File: src/rtl/matmul_pkg.sv
`default_nettype none
// ============================================================================
// Module      : matmul_pkg
// Description : Shared defaults and FSM state encoding for the matmul feeder.
// Revision    : 1.0 - initial release
// ============================================================================
package matmul_pkg;

    localparam int DIM_DEFAULT     = 8;
    localparam int EW_DEFAULT      = 8;
    localparam int TIMEOUT_DEFAULT = 64;

    typedef enum logic [2:0] {
        ST_IDLE    = 3'd0,
        ST_ISSUE   = 3'd1,
        ST_WAIT    = 3'd2,
        ST_CAPTURE = 3'd3,
        ST_NEXT    = 3'd4,
        ST_ERROR   = 3'd5
    } state_t;

endpackage
`default_nettype wire

File: src/rtl/mm_row_buf.sv
`default_nettype none
// ============================================================================
// Module      : mm_row_buf
// Description : DEPTH x WIDTH row register file, one synchronous write port,
//               one combinational read port, asynchronous clear.
// Revision    : 1.0 - initial release
// ============================================================================
module mm_row_buf
    import matmul_pkg::*;
#(
    parameter  int DEPTH = DIM_DEFAULT,
    parameter  int WIDTH = DIM_DEFAULT * EW_DEFAULT,
    localparam int AW    = $clog2(DEPTH)
) (
    input  logic             clk_i,
    input  logic             rst_i,
    input  logic             we_i,
    input  logic [AW-1:0]    waddr_i,
    input  logic [WIDTH-1:0] wdata_i,
    input  logic [AW-1:0]    raddr_i,
    output logic [WIDTH-1:0] rdata_o
);

    logic [WIDTH-1:0] rows [DEPTH];

    for (genvar i = 0; i < DEPTH; i++) begin : g_row
        logic [WIDTH-1:0] row_d;
        logic [WIDTH-1:0] row_q;

        // Next value: replace the row only when it is the write target.
        always_comb begin
            row_d = row_q;
            if (we_i && (waddr_i == AW'(i))) begin
                row_d = wdata_i;
            end
        end

        // Row storage, cleared asynchronously.
        always_ff @(posedge clk_i or posedge rst_i) begin
            if (rst_i) begin
                row_q <= '0;
            end else begin
                row_q <= row_d;
            end
        end

        assign rows[i] = row_q;
    end

    assign rdata_o = rows[raddr_i];

endmodule
`default_nettype wire

File: src/rtl/matmul_feeder.sv
`default_nettype none
// ============================================================================
// Module      : matmul_feeder
// Description : Streams A[r][k] / B[k] operand beats into an external row
//               engine, one row of C per pass, and captures each result row.
// Revision    : 1.0 - initial release
// ============================================================================
module matmul_feeder
    import matmul_pkg::*;
#(
    parameter  int DIM     = DIM_DEFAULT,
    parameter  int EW      = EW_DEFAULT,
    parameter  int TIMEOUT = TIMEOUT_DEFAULT,
    localparam int IDX_W   = $clog2(DIM),
    localparam int ROW_W   = DIM * EW
) (
    input  logic             clk_i,
    input  logic             rst_i,
    input  logic             start_i,
    input  logic             ld_a_i,
    input  logic             ld_b_i,
    input  logic [IDX_W-1:0] ld_row_i,
    input  logic [ROW_W-1:0] ld_data_i,
    output logic             mm_en_o,
    output logic             mm_valid_o,
    output logic [EW-1:0]    mm_din1_o,
    output logic [ROW_W-1:0] mm_din2_o,
    input  logic             mm_valid_i,
    input  logic [ROW_W-1:0] mm_result_i,
    input  logic [IDX_W-1:0] rd_row_i,
    output logic [ROW_W-1:0] rd_data_o,
    output logic             busy_o,
    output logic             done_o,
    output logic             error_o
);

    localparam int               TMO_W    = $clog2(TIMEOUT + 1);
    localparam logic [IDX_W-1:0] LAST_IDX = IDX_W'(DIM - 1);
    localparam logic [TMO_W-1:0] TMO_LAST = TMO_W'(TIMEOUT - 1);

    state_t           state_d, state_q;
    logic [IDX_W-1:0] r_d, r_q;
    logic [IDX_W-1:0] k_d, k_q;
    logic [TMO_W-1:0] tmo_d, tmo_q;
    logic             done_d, done_q;
    logic             error_d, error_q;

    logic             active;
    logic [ROW_W-1:0] a_row;
    logic [ROW_W-1:0] b_row;

    // Operand A is read by the current row, B by the current beat.
    mm_row_buf #(.DEPTH(DIM), .WIDTH(ROW_W)) u_a_buf (
        .clk_i   (clk_i),
        .rst_i   (rst_i),
        .we_i    (ld_a_i && !busy_o),
        .waddr_i (ld_row_i),
        .wdata_i (ld_data_i),
        .raddr_i (r_q),
        .rdata_o (a_row)
    );

    mm_row_buf #(.DEPTH(DIM), .WIDTH(ROW_W)) u_b_buf (
        .clk_i   (clk_i),
        .rst_i   (rst_i),
        .we_i    (ld_b_i && !busy_o),
        .waddr_i (ld_row_i),
        .wdata_i (ld_data_i),
        .raddr_i (k_q),
        .rdata_o (b_row)
    );

    // The engine's result lags its valid by one cycle, hence capture in CAPTURE.
    mm_row_buf #(.DEPTH(DIM), .WIDTH(ROW_W)) u_c_buf (
        .clk_i   (clk_i),
        .rst_i   (rst_i),
        .we_i    (state_q == ST_CAPTURE),
        .waddr_i (r_q),
        .wdata_i (mm_result_i),
        .raddr_i (rd_row_i),
        .rdata_o (rd_data_o)
    );

    // Next-state and counter logic for the issue/wait/capture sequence.
    always_comb begin
        state_d = state_q;
        r_d     = r_q;
        k_d     = k_q;
        tmo_d   = tmo_q;
        done_d  = 1'b0;
        error_d = error_q;
        case (state_q)
            ST_IDLE, ST_ERROR: begin
                if (start_i) begin
                    state_d = ST_ISSUE;
                    r_d     = '0;
                    k_d     = '0;
                    error_d = 1'b0;
                end
            end
            ST_ISSUE: begin
                if (k_q == LAST_IDX) begin
                    state_d = ST_WAIT;
                    k_d     = '0;
                    tmo_d   = '0;
                end else begin
                    k_d = k_q + 1'b1;
                end
            end
            ST_WAIT: begin
                if (mm_valid_i) begin
                    state_d = ST_CAPTURE;
                end else if (tmo_q == TMO_LAST) begin
                    state_d = ST_ERROR;
                    error_d = 1'b1;
                end else begin
                    tmo_d = tmo_q + 1'b1;
                end
            end
            ST_CAPTURE: begin
                state_d = ST_NEXT;
            end
            ST_NEXT: begin
                if (r_q == LAST_IDX) begin
                    state_d = ST_IDLE;
                    r_d     = '0;
                    done_d  = 1'b1;
                end else begin
                    state_d = ST_ISSUE;
                    r_d     = r_q + 1'b1;
                    k_d     = '0;
                end
            end
            default: begin
                state_d = ST_IDLE;
            end
        endcase
    end

    // State, indices, timeout counter and status flags.
    always_ff @(posedge clk_i or posedge rst_i) begin
        if (rst_i) begin
            state_q <= ST_IDLE;
            r_q     <= '0;
            k_q     <= '0;
            tmo_q   <= '0;
            done_q  <= 1'b0;
            error_q <= 1'b0;
        end else begin
            state_q <= state_d;
            r_q     <= r_d;
            k_q     <= k_d;
            tmo_q   <= tmo_d;
            done_q  <= done_d;
            error_q <= error_d;
        end
    end

    // Outputs decode registered state only, so reset zeroes them immediately.
    assign active     = (state_q == ST_ISSUE) || (state_q == ST_WAIT) ||
                        (state_q == ST_CAPTURE) || (state_q == ST_NEXT);
    assign busy_o     = active;
    assign mm_en_o    = active;
    assign mm_valid_o = (state_q == ST_ISSUE);
    assign mm_din1_o  = mm_valid_o ? a_row[k_q*EW +: EW] : '0;
    assign mm_din2_o  = mm_valid_o ? b_row : '0;
    assign done_o     = done_q;
    assign error_o    = error_q;

endmodule
`default_nettype wire
File: config.mk
export PLATFORM = sky130hd
export DESIGN_NAME = matmul_feeder
export DESIGN_NICKNAME = d
export VERILOG_FILES = /design/src/rtl/matmul_pkg.sv /design/src/rtl/mm_row_buf.sv /design/src/rtl/matmul_feeder.sv
export SDC_FILE = /design/constraint.sdc
export NUM_CORES = 2
export LEC_CHECK = 0
export ABC_CLOCK_PERIOD_IN_PS = 63000
export CAP_MARGIN = 40
export CORE_MARGIN = 4
export CORE_UTILIZATION = 24
export DETAILED_ROUTE_END_ITERATION = 8
export SLEW_MARGIN = 25
export SYNTH_ARGS = -nofsm -noshare
export SYNTH_HDL_FRONTEND = slang
export SYNTH_SLANG_ARGS = --single-unit
File: constraint.sdc
create_clock -name clk_i -period 63 [get_ports clk_i]
set_input_delay 6.3 -clock clk_i [delete_from_list [all_inputs] [get_ports clk_i]]
set_output_delay 6.3 -clock clk_i [all_outputs]
set_load 0.01 [all_outputs]
# Yosys cells after proc, flatten, opt, wreduce, memory -nomap -nowiden
# Index checks and enable logic that the tools add are counted.
# classes
shift	1
n_reduce_logical	43
bitwise_logic	3
n_lt_le_gt_ge	3
n_addsub	3
mux	33
eq_ne	28
# ops
op	count
$bmux 64 s3	3
$mux 64	7
$shiftx 64x7->8	1
$eq 3x3->1 const B	11
$logic_and 1x1->1	26
$mux 3	8
$mux 7	3
$eq 3x2->1 const B	6
$pmux 3 s5	1
$pmux 7 s2	1
$ge 4x4->1 const B	3
$not 3->4	3
$ne 2x2->1 const B	5
$eq 3x1->1 const B	3
$logic_not 3->1	3
$pmux 3 s3	1
$mux 8	1
$reduce_and 4->1	2
$add 7x1->7 const B	1
$eq 7x6->1 const B	1
$add 3x1->3 const B	2
$mux 1	6
$pmux 3 s2	1
$reduce_and 3->1	2
other kinds (9)	13
# word_totals
elab_cells	144
in_bits	140
reg_bits	1554
out_inout_bits	141

# Logic depth before layout (Yosys ltp)
# depth
ltp_word	7
ltp_mapped	9
mapped_depth_nobuf	7

# By module
# Synthesis repeated with hierarchy kept, for this count alone.
# unflattened
hier_cells	4153
area_unflattened_um2	70478.8
# by_module_without_submodules
module	cells_per_inst	seq_area_each_um2	area_per_inst_um2	instances
mm_row_buf	1315	12812.3	22844.4	3
matmul_feeder	208	450.4	1945.6	1

# Worst setup path before layout
# Ideal clock, no wire load.
# synth_path
kind	input to output
startpoint	input rd_row_i[0]
endpoint	output rd_data_o[46]
path_buffers	2
arrival_time_ps	7908
required_time_ps	56700
slack_ps	48792
path_stages	4
cell_sequence	clkbuf_1 > buf_1 > mux4_2 > mux2_2
# synth_between
elab_chain_len	4
# synth_lines
element	line_no	source
start: declaration	matmul_feeder.sv:30	input logic [IDX_W-1:0] rd_row_i,
$not 3->4 (implied by the code)	mm_row_buf.sv:50	assign rdata_o = rows[raddr_i];
$bmux 64 s3	mm_row_buf.sv:50	
$mux 64 (implied by the code) (2 in series)	mm_row_buf.sv:50	
end: declaration	matmul_feeder.sv:31	output logic [ROW_W-1:0] rd_data_o,
# No other way between the ends. The select of a mux whose other input is x is not followed.

# Final worst setup path
# layout_path
startpoint	input rd_row_i[0]
endpoint	output rd_data_o[24]
# Same word-level chain as after synthesis.

==> run summary <==
Clock Skew - 69.1 ps
Met3 Wirelength - 10700 um
Largest net degree at the start of global routing - 193
Final nets - 4650
Cts bufs inserted - 176
Startpoint types - input port
Final min period - 15610 ps
Routed WL per cell - 21.7 um
#FFs+latches synth - 1554
Total gr overflow - 0
Area contributors post-synth - dfrtp_1, mux2_2, mux4_2
Sink Count - 1554
Initial antenna violation count - 43
Yosys Warn Count - 0
RD Place Congestion - 0.734
Vias in the first global route - 42400
Initial core utilization - 0.242
Critical path endpoint category - output port
Seq/Total Area, Yosys - 0.556
# DRC - 0
First-pass GRT wire length - 282000 um
GRT Util Overall - 0.122
Clk slew on worst S/H paths - 60 ps
Power per cell area - 47.3 mW/mm^2
Cells after synthesis - 4279
Crit path DAT - 9310 ps
Drt total wl - 185000 um
RSZ-0062 raised after global routing - no
DP HPWL - 116000 um
Worst setup margin - 47390 ps
Maxcap violations - 0
Area of the mapped netlist - 0.0699 sq mm
Clk buf depth - 4
Placed cell count - 8195
Data required, critical path - 56700 ps
Core area - 0.289 sq mm
Area share of the largest cell type after synthesis - 0.556
Synth Flop Type - dfrtp_1
Endpoints failing hold - 0
Chip Height - 548 um
Pleak - 33.9 nW
DIE WIDTH - 548 um
Post-synth cell types - 47
Port buffer count - 280
Async S/R FF share, synth - 1.00
Die footprint - 0.300 sq mm
H-tree depth - 4
Final setup fails - 0
Detail Route met2 WL - 87600 um
Final period utilization - 0.248
Commonest non-fill, non-tap cells in the layout - mux2_2, dfrtp_1, mux4_2
First-iteration detailed-routing DRC count - 2053
Max Used Layer - met5
Peak fanout along the critical path - 41
Post-CTS setup buffers - 0
I/O pin cnt - 281
Placement Rows - 197
Fmax - 64.1 MHz
Commonest non-fill, non-tap cell in the layout - mux2_2
CTS tree - built
Mapped Nets - 4428
Via count - 38900
Max_slew headroom - 0.336
Worst-margin pin slew - 995 ps
Yosys top cell by area - dfrtp_1
Outcome - completed
Cts repair resizes - 0
Area growth syn-to-layout - 19.0%
Total Neg Setup Slack - 0 ps
Root Driver - clkbuf_16
Wl on met1 - 80400 um
Worst VDD drop - 0.0311 mV
Initial DRT Pass Iterations - 5
WS Path Type - input port to output port
Worst min path class - flip-flop to flip-flop
Pins Over Slew Limit - 0
Non-filler cells, final - 8522
Share of cells above drive strength 1 - 0.516
Post-Syn Area per Cell - 16.3 sq um
Clk_lat worst skew - 850 ps
Pre-CTS setup slack - 47320 ps
CTS Hold Bufs - 0
Vias/cell - 4.56
Remaining antenna violation count - 0
Number of enable flip-flop cells after synthesis - 0
==> cell families (layout without fill, tap and decap cells) <==
family / Yosys count / in the layout / share of synthesized area
AOI/OAI and AO/OA: 82 / 82 / 0.00821
xor gates and xnor gates: 6 / 6 / 0.000752
adders and majority gates: 9 / 9 / 0.00161
buffers and inverters: 352 / 701 / 0.0250
DFF: 1554 / 1554 / 0.556
muxes: 2070 / 2070 / 0.394
other: 0 / 14 / 0
and+or+nand+nor: 206 / 206 / 0.0145
==> metrics by stage <==
step / total power [W] / hold WS (ps) / utilization / area (sq um)
6_report: 0.00394 / 485 / 0.288 / 83200
5_1_grt: 0.00416 / 503 / 0.288 / 83200
4_1_cts: 0.00399 / 487 / 0.287 / 83000
3_5_place_dp: 0.00293 / 474 / 0.267 / 77200
3_3_place_gp: 0.00287 / 464 / 0.265 / 76600
2_1_floorplan: 0.00252 / 453 / - / 69900
==> registers in the layout, summed over array words and instances (netlist names) <==
name / count
u_c_buf.g_row.row_q: 512
u_a_buf.g_row.row_q: 512
k_q: 3
done_o: 1
tmo_q: 7
r_q: 3
state_q: 3
error_o: 1
u_b_buf.g_row.row_q: 512
==> metal layers <==
metal	up-vias	GRT usage
met3	337	0.0300
li1	16500	-
met2	762	0.198
met5	-	0
met4	24	0.0388
met1	21300	0.160
==> report_power, final <==
| part | internal, W | leakage [nW] | switching (W) |
|---|---|---|---|
| Combinational | 0.000749 | 12.2 | 0.000499 |
| Sequential | 0.00143 | 18.9 | 0.000229 |
| Clock | 0.000618 | 2.82 | 0.000417 |
| Total | 0.00279 | 33.9 | 0.00114 |
==> cell type report <==
class / instances / area, sq um
tap: 3880 / 4850
clock buffer: 260 / 5120
antenna: 14 / 35.0
sequential: 1554 / 38900
inverter: 7 / 33.8
fill: 28800 / 206000
timing repair buffer: 389 / 4170
clock inverter: 45 / 634
multi-input combinational: 2373 / 29400
==> worst max-delay path, stage by stage <==
cell	delay, ps
clkbuf_8	410
buf_16	350
buf_4	400
buf_16	310
mux4_2	550
mux2_2	290
clkdlybuf4s50_1	610
==> final timing paths <==
path	start	endpoint	slack [ps]	depth (start not counted)
worst min register to register	u_a_buf.g_row[0].row_q[46]$_DFFE_PP0P_	u_a_buf.g_row[0].row_q[46]$_DFFE_PP0P_	480	1
max in group asynchronous	rst_i	u_b_buf.g_row[0].row_q[11]$_DFFE_PP0P_	52430	12
worst max-delay path	rd_row_i[0]	rd_data_o[24]	47390	7
min in group asynchronous	rst_i	u_c_buf.g_row[1].row_q[44]$_DFFE_PP0P_	6030	2
worst min-delay path	u_a_buf.g_row[0].row_q[46]$_DFFE_PP0P_	u_a_buf.g_row[0].row_q[46]$_DFFE_PP0P_	480	1
worst max register to register	r_q[1]$_DFFE_PP0P_	u_c_buf.g_row[5].row_q[4]$_DFFE_PP0P_	59310	5
==> synth_stat cells, types with 6 or more instances <==
master and instances:
dfrtp_1 1554, or3_1 6, mux2_2 1596, o21ai_0 8, nor2_2 6, ha_1 9, nand2_1 61, nor2_1 83
xor2_1 6, mux2i_1 81, o22ai_1 24, nand4_1 6, mux2_1 9, a211oi_1 14, a31oi_1 9, nand4_2 6
a32o_1 6, buf_2 153, clkbuf_1 126, nor2b_1 7, buf_4 26, mux4_2 384, a22o_1 6, buf_1 22
nand3_1 6, buf_6 18
No activity file was read; power rests on OpenSTA's default activity.
